## src/rtl/conv3d_layer_ctrl.sv

```systemverilog
// conv3d_layer_ctrl
// -----------------
// Layer-level sequencer for the conv3d engine. For each (output channel, input
// channel) pair of one convolution layer it prefetches that pass's weights and
// then issues one conv3d pass. It sets the input, partial-sum and output plane
// addresses for the pass. Input channels are the inner loop. Pass ic=0 reads
// the bias plane as y. Later passes read back the output plane being built.
//
// Ports:
//   clk, rst              clock, asynchronous active-low reset
//   start, abort          launch pulse (ignored while busy), synchronous abort
//   d_*                   layer descriptor, captured when start is accepted
//   cfg_prefetch/waddr    weight prefetch pulse and weight block address
//   cfg_ena/x/y/zbase     pass start pulse and plane addresses
//   w_done, pass_done     completion pulses from the engine
//   busy, layer_done      layer in progress / one-cycle completion pulse
//   cur_ic, cur_oc        channel pair of the current (or last) pass
module conv3d_layer_ctrl #(
    parameter int unsigned AW = 30,
    parameter int unsigned CW = 10
) (
    input  logic          clk,
    input  logic          rst,
    input  logic          start,
    input  logic          abort,
    input  logic [AW-1:0] d_in_base,
    input  logic [AW-1:0] d_in_stride,
    input  logic [AW-1:0] d_out_base,
    input  logic [AW-1:0] d_out_stride,
    input  logic [AW-1:0] d_bias_base,
    input  logic [AW-1:0] d_w_base,
    input  logic [AW-1:0] d_w_stride,
    input  logic [CW-1:0] d_num_in,
    input  logic [CW-1:0] d_num_out,
    output logic          cfg_prefetch,
    output logic [AW-1:0] cfg_waddr,
    output logic          cfg_ena,
    output logic [AW-1:0] cfg_xbase,
    output logic [AW-1:0] cfg_ybase,
    output logic [AW-1:0] cfg_zbase,
    input  logic          w_done,
    input  logic          pass_done,
    output logic          busy,
    output logic          layer_done,
    output logic [CW-1:0] cur_ic,
    output logic [CW-1:0] cur_oc
);

    localparam logic [2:0] S_IDLE  = 3'd0;
    localparam logic [2:0] S_WLOAD = 3'd1;
    localparam logic [2:0] S_WWAIT = 3'd2;
    localparam logic [2:0] S_PASS  = 3'd3;
    localparam logic [2:0] S_PWAIT = 3'd4;
    localparam logic [2:0] S_NEXT  = 3'd5;
    localparam logic [2:0] S_FIN   = 3'd6;

    logic [2:0]    state;
    logic [2:0]    state_nx;

    // Descriptor copies captured when start is accepted
    logic [AW-1:0] in_base_r;
    logic [AW-1:0] in_stride_r;
    logic [AW-1:0] out_stride_r;
    logic [AW-1:0] bias_r;
    logic [AW-1:0] w_stride_r;
    logic [CW-1:0] num_in_r;
    logic [CW-1:0] num_out_r;

    logic          accept;
    logic          zero_chan;
    logic          last_ic;
    logic          last_oc;
    logic          advance;

    always_comb begin
        accept    = (state == S_IDLE) && start && !abort;
        zero_chan = (d_num_in == '0) || (d_num_out == '0);
        // Exact equality with count-1 so that the full 2^CW-1 count is legal
        last_ic   = (cur_ic == num_in_r - CW'(1));
        last_oc   = (cur_oc == num_out_r - CW'(1));
        // The final NEXT does not advance, so the counters and addresses
        // keep the values of the last pass after FIN
        advance   = (state == S_NEXT) && !abort && !(last_ic && last_oc);
    end

    // Pulses are decoded from the state and masked by abort so that an
    // aborted cycle never emits prefetch, ena or layer_done
    always_comb begin
        cfg_prefetch = (state == S_WLOAD) && !abort;
        cfg_ena      = (state == S_PASS) && !abort;
        layer_done   = (state == S_FIN) && !abort;
        busy         = (state != S_IDLE);
    end

    always_comb begin
        state_nx = state;
        if (abort) begin
            state_nx = S_IDLE;
        end else begin
            case (state)
                S_IDLE:  if (start) state_nx = zero_chan ? S_FIN : S_WLOAD;
                S_WLOAD: state_nx = S_WWAIT;
                S_WWAIT: if (w_done) state_nx = S_PASS;
                S_PASS:  state_nx = S_PWAIT;
                S_PWAIT: if (pass_done) state_nx = S_NEXT;
                S_NEXT:  state_nx = (last_ic && last_oc) ? S_FIN : S_WLOAD;
                S_FIN:   state_nx = S_IDLE;
                default: state_nx = S_IDLE;
            endcase
        end
    end

    always_ff @(posedge clk or negedge rst) begin
        if (!rst) begin
            state        <= S_IDLE;
            in_base_r    <= '0;
            in_stride_r  <= '0;
            out_stride_r <= '0;
            bias_r       <= '0;
            w_stride_r   <= '0;
            num_in_r     <= '0;
            num_out_r    <= '0;
            cfg_waddr    <= '0;
            cfg_xbase    <= '0;
            cfg_ybase    <= '0;
            cfg_zbase    <= '0;
            cur_ic       <= '0;
            cur_oc       <= '0;
        end else begin
            state <= state_nx;
            if (accept) begin
                in_base_r    <= d_in_base;
                in_stride_r  <= d_in_stride;
                out_stride_r <= d_out_stride;
                bias_r       <= d_bias_base;
                w_stride_r   <= d_w_stride;
                num_in_r     <= d_num_in;
                num_out_r    <= d_num_out;
                cfg_waddr    <= d_w_base;
                cfg_xbase    <= d_in_base;
                cfg_ybase    <= d_bias_base;
                cfg_zbase    <= d_out_base;
                cur_ic       <= '0;
                cur_oc       <= '0;
            end else if (advance) begin
                // Weights are stored oc-major, ic-minor: one running sum
                cfg_waddr <= cfg_waddr + w_stride_r;
                if (last_ic) begin
                    cur_ic    <= '0;
                    cur_oc    <= cur_oc + CW'(1);
                    cfg_xbase <= in_base_r;
                    cfg_zbase <= cfg_zbase + out_stride_r;
                    cfg_ybase <= bias_r;
                end else begin
                    cur_ic    <= cur_ic + CW'(1);
                    cfg_xbase <= cfg_xbase + in_stride_r;
                    // Accumulate onto the output plane currently being built
                    cfg_ybase <= cfg_zbase;
                end
            end
        end
    end

endmodule
```

## config.mk

```make
export PLATFORM = sky130hd
export DESIGN_NAME = conv3d_layer_ctrl
export DESIGN_NICKNAME = d
export VERILOG_FILES = /design/src/rtl/conv3d_layer_ctrl.sv
export SDC_FILE = /design/constraint.sdc
export NUM_CORES = 1
export LEC_CHECK = 0
export ABC_AREA = 0
export CAP_MARGIN = 40
export CORE_UTILIZATION = 25
export DETAILED_ROUTE_END_ITERATION = 10
export HOLD_SLACK_MARGIN = 0.1
export PLACE_DENSITY = 0.51
export SYNTH_ARGS = -nofsm -noshare
export SYNTH_HDL_FRONTEND = slang
export SYNTH_SLANG_ARGS = --single-unit
export TNS_END_PERCENT = 5
```

## constraint.sdc

```tcl
create_clock -name clk -period 3.89 [get_ports clk]
set_input_delay 0.5835 -clock clk [delete_from_list [all_inputs] [get_ports clk]]
set_output_delay 0.5835 -clock clk [all_outputs]
set_load 0.01 [all_outputs]
```

# == Yosys cells after proc, flatten, opt, wreduce, memory -nomap -nowiden ==
# Index checks and enable logic that the tools add are counted.
# word_totals
reg_bits,313
inputBits,236
out_inout_bits,144
elab_cells,75
# classes
n_addsub,7
eq_ne,11
n_mux,24
reduce_logical,19
# op_table
operator,count
$mux W30,11
$add A30 B30 Y30,3
$mux W10,6
$add A10 B1 Y10 const B,2
$eq A10 B10 Y1,2
$logic_not A10 Y1,2
$sub A10 B1 Y10 const B,2
$mux W3,6
$pmux W3 S6,1
$eq A3 B3 Y1 const B,3
$ne A3 B3 Y1 const B,3
$logic_and A1 B1 Y1,8
$eq A3 B2 Y1 const B,2
$reduce_bool A2 Y1,2
$eq A3 B1 Y1 const B,1
$logic_not A3 Y1,1
$reduce_and A3 Y1,1
$reduce_bool A3 Y1,1
$logic_not A1 Y1,2
$reduce_and A2 Y1,1
$logic_or A1 B1 Y1,1

# == Depth between registers and ports, before layout ==
# depth
ltp_word,7
mapped_depth,14
ltp_nobuf,14

# == Worst setup path after synthesis ==
# Ideal clock, no wire load.
# synth_timing
path_kind,register to register
from,register cfg_waddr[0]
to,register cfg_waddr[28]
setup_ns,0.094
arrival_ns,3.015
required_time_ns,3.796
setup_slack_ns,0.781
path_stages_with_launch,15
n_path_buf,0
synth_period_minus_slack_ns,3.109
path_cell_list,dfrtp_1 ha_1 inv_1 fa_1 nor2b_1 o21ai_0 nand2b_1 a31o_2 a21oi_1 o41ai_1 nand4_1 a31oi_1 a211o_1 o22ai_1 a211oi_1
# synth_between
elab_chain_len,3
# synth_lines
item,line_no,rtl
start: declaration,36,"output logic [AW-1:0] cfg_waddr,"
start signal: assignment,139,cfg_waddr <= d_w_base;
start signal: assignment,147,cfg_waddr <= cfg_waddr + w_stride_r;
$add A30 B30 Y30,147,
$mux W30,145,end else if (advance) begin
$mux W30,131,if (accept) begin
# Every way passes these cells. The select of a mux whose other input is x is not followed.
# A chain may end at the register's enable or synchronous reset.

# == Worst setup path after layout ==
# layout_timing
from,register cfg_zbase[1]
to,register cfg_zbase[27]
# layout_between
elab_chain_len,4
# layout_lines
item,line_no,rtl
start: declaration,40,"output logic [AW-1:0] cfg_zbase,"
start signal: assignment,142,cfg_zbase <= d_out_base;
start signal: assignment,152,cfg_zbase <= cfg_zbase + out_stride_r;
$add A30 B30 Y30,152,
$mux W30,148,if (last_ic) begin
$mux W30,145,
$mux W30,131,
# Every way passes these cells. The select of a mux whose other input is x is not followed.

==> results.json <==
{
  "leakage_nw": 11.01,
  "nets": 2804,
  "crit_fanout": 4,
  "rsz0062_at_grt": "no",
  "cts_setup_buffers": 0,
  "maxSlewViolCount": 0,
  "ys_ff_latch": 313,
  "grt_pass1_wl_microns": 96860,
  "synth_top_area_share_pct": 43.55,
  "drt_iter0_markers": 969,
  "drive_gt1_share_pct": 4.790,
  "slew_headroom_pct": 51.36,
  "endpoint_kind": "flop",
  "ys_seq_area_share_pct": 43.55,
  "core_area_sq_um": 70640,
  "wire_per_inst_microns": 17.81,
  "period_minus_slack_ns": 3.438,
  "place_ws_ns": 0.3710,
  "drt_wl_total_microns": 61360,
  "p_comb_share_pct": 47.2,
  "cp_data_required_time_ns": 4.35,
  "syn_nets": 2455,
  "pwr-share-clk_pct": 22.5,
  "area_growth_pct": 35.70,
  "io_pins": 380,
  "synth-simple-area-share_pct": 22.56,
  "ys.flop_type": "dfrtp_1",
  "track_usage_pct": 16.55,
  "worst_slack_ns": 0.4521,
  "grt_antenna_before_repair": 6,
  "outcome": "finished, final reports clean",
  "cellPowerDensity_nw_per_um2": 729.9,
  "finalSetupTns_ns": 0,
  "insertion_delay_ns": 0.56,
  "synth_compound_area_share_pct": 16.49,
  "syn_inst": 2125,
  "numPortBuffers": 379,
  "synth_cell_types": 76,
  "clkSlewWorstSetupHoldPaths_ns": 0.06,
  "cp.arrival_ns": 3.89,
  "row_count": 97,
  "fp.dieArea_sq_um": 73010,
  "clock-root-buffer": "clkbuf_16",
  "cts_inserted_buffers": 40,
  "tritoncts": "yes",
  "synth_area_sq_um": 17980,
  "final_cell_mix": "nand2_1 (625), clkdlybuf4s50_1 (378), dfrtp_1 (313)",
  "final-hold-violation-count": 0,
  "setup_violations": 0,
  "num_vias": 16630,
  "syn_avg_cell_area_sq_um": 8.463,
  "dieWidth_microns": 270.2,
  "place_inst": 3371,
  "worstHoldPathType": "flop to flop",
  "clock_skew_ns": 0.01823,
  "maxCapViolations": 0,
  "antenna_left": 0,
  "design_area_sq_um": 24400,
  "gp_congestion": 0.8475,
  "synth_async_sr_flop_share_pct": 100.0,
  "ys_warn_count": 0,
  "seqPwrFrac_pct": 30.3,
  "cts_max_level": 2,
  "start_util_pct": 25.46,
  "avgViaCountPerCell": 4.826,
  "dp.final_hpwl_microns": 44630,
  "worst_pin_slew_ns": 0.7297,
  "final_core_util_pct": 34.55,
  "whs_ns": 0.4644,
  "synth_top_family_by_area": "simple AND/OR/NAND/NOR gates",
  "synth_fa_ha_area_share_pct": 6.665,
  "p_total_mw": 17.81,
  "setup.worst_path.start_class": "flop",
  "synth_xor_area_share_pct": 5.455,
  "place_area_sq_um": 22980,
  "ys_top_cells_by_area": "dfrtp_1 (44%), nand2_1 (13%), ha_1 (6.3%), nor2_1 (4.1%), a21oi_1 (3.8%)",
  "max_freq_ghz": 0.2909,
  "clock-sinks": 313,
  "overflow": 0,
  "firstDrtPassIters": 5,
  "fp.dieH_microns": 270.2,
  "layout_commonest_cell": "nand2_1",
  "layout.cells.non_filler": 3446,
  "synth_top_area_cell": "dfrtp_1",
  "clock_path_buffers": 3,
  "drc_errors": 0,
  "grt_pass1_vias": 16760,
  "p_sw_mw": 6.916,
  "switching_share_pct": 38.83,
  "synth_mux_area_share_pct": 2.129,
  "grt_max_degree": 108,
  "crit_type": "flop to flop",
  "synth-edff-count": 0,
  "irDropWorstVdd_mv": 0.2903,
  "internal-power_mw": 10.90,
  "period_share_pct": 88.38
}
## path summary, 6_finish.rpt
path	startpoint	end	slack, ns	depth (start not counted)
setup / recovery	cfg_zbase[1]$_DFFE_PN0P_	cfg_zbase[27]$_DFFE_PN0P_	0.45	12
hold / removal	in_base_r[14]$_DFFE_PN0P_	in_base_r[14]$_DFFE_PN0P_	0.46	2
setup reg to reg	cfg_zbase[1]$_DFFE_PN0P_	cfg_zbase[27]$_DFFE_PN0P_	0.45	12
hold reg to reg	in_base_r[14]$_DFFE_PN0P_	in_base_r[14]$_DFFE_PN0P_	0.46	2
max in group asynchronous	rst	bias_r[13]$_DFFE_PN0P_	2.21	4
min in group asynchronous	rst	in_stride_r[22]$_DFFE_PN0P_	0.65	2
## state kept, by name (all words and copies together), names as in the netlist, 30 cells and up
signal and flops:
cfg_ybase 30, out_stride_r 30, bias_r 30, cfg_zbase 30, cfg_waddr 30, in_base_r 30
cfg_xbase 30, w_stride_r 30, in_stride_r 30
## cell usage after synthesis, types with 4 or more instances
cell type  number
nand2b_1       10
a21oi_1       136
o211ai_1       14
o21a_1          7
nand3b_1        4
and3_1         18
or3_1           9
nand2_1       625
o221ai_1        4
a211oi_1       24
ha_1           91
a21o_1         42
o21bai_1       10
o21ai_0        93
o22ai_1         6
a221o_1        32
inv_1          36
o41ai_1         4
a21boi_0        4
buf_2          29
and2_1          4
o31ai_1         8
nor2_1        196
clkbuf_1       68
xnor2_1        73
nand4_1        10
and4_1          5
nor3_1         24
xor2_1         39
a311oi_1        4
a211o_1         5
a31oi_1        26
mux2i_1        36
o31a_1          4
nor3_2          4
nand3_1        28
dfrtp_1       313
o21ai_1         5
a22oi_1         4
nor2b_1        11
## power by group through the flow
stage / Sequential, mW / Combinational (mW) / Clock [mW]
final: 5.40 / 8.41 / 4.01
after global routing: 5.56 / 9.40 / 4.27
after CTS: 5.41 / 8.45 / 4.15
after detailed placement: 5.44 / 8.37 / 0
after global placement: 5.42 / 8.28 / 0
after floorplan: 5.34 / 5.49 / 0
## layer usage
layer  vias to the layer above  global-route usage (%)  routed length (microns)
met5                         -                       0                       53
met4                         8                   5.010                     1512
met3                        93                   3.396                     3491
met2                       487                   26.33                    27950
met1                      8034                   22.48                    28350
li1                       8010                       -                        -
## what timing repair did
item / in CTS / in global routing
endpoints found under the hold margin: 83 / 0
resized for setup: 0 / 1
endpoints found under the setup margin: 0 / 1
hold buffers: 1 / 0
## layout make-up
cell class,count,area (sq um)
antenna,1,2.502
clock buffer,59,1204
clock inverter,14,205.2
fill,7326,46230
inverter,36,135.1
multi-input combinational,1674,9647
sequential,313,7833
tap,940,1176
timing repair buffer,409,4202
## critical path, cell delays in order (launching register included)
cell and delay, ns:
dfrtp_1 0.42, ha_1 0.32, a211oi_1 0.35, o211a_1 0.23, nand4bb_1 0.18, a31oi_1 0.10
buf_4 0.16, a311oi_1 0.55, o211ai_1 0.31, o22ai_1 0.19, nand2b_1 0.07, a221o_1 0.35
o211ai_1 0.10
## cells by family after synthesis
family	after synthesis
compound gates	458
mux	38
buf+inv	138
fa+ha+maj	94
xor+xnor	112
flops	313
simple gates	972
Note: power is estimated with default switching activity, not from simulation.
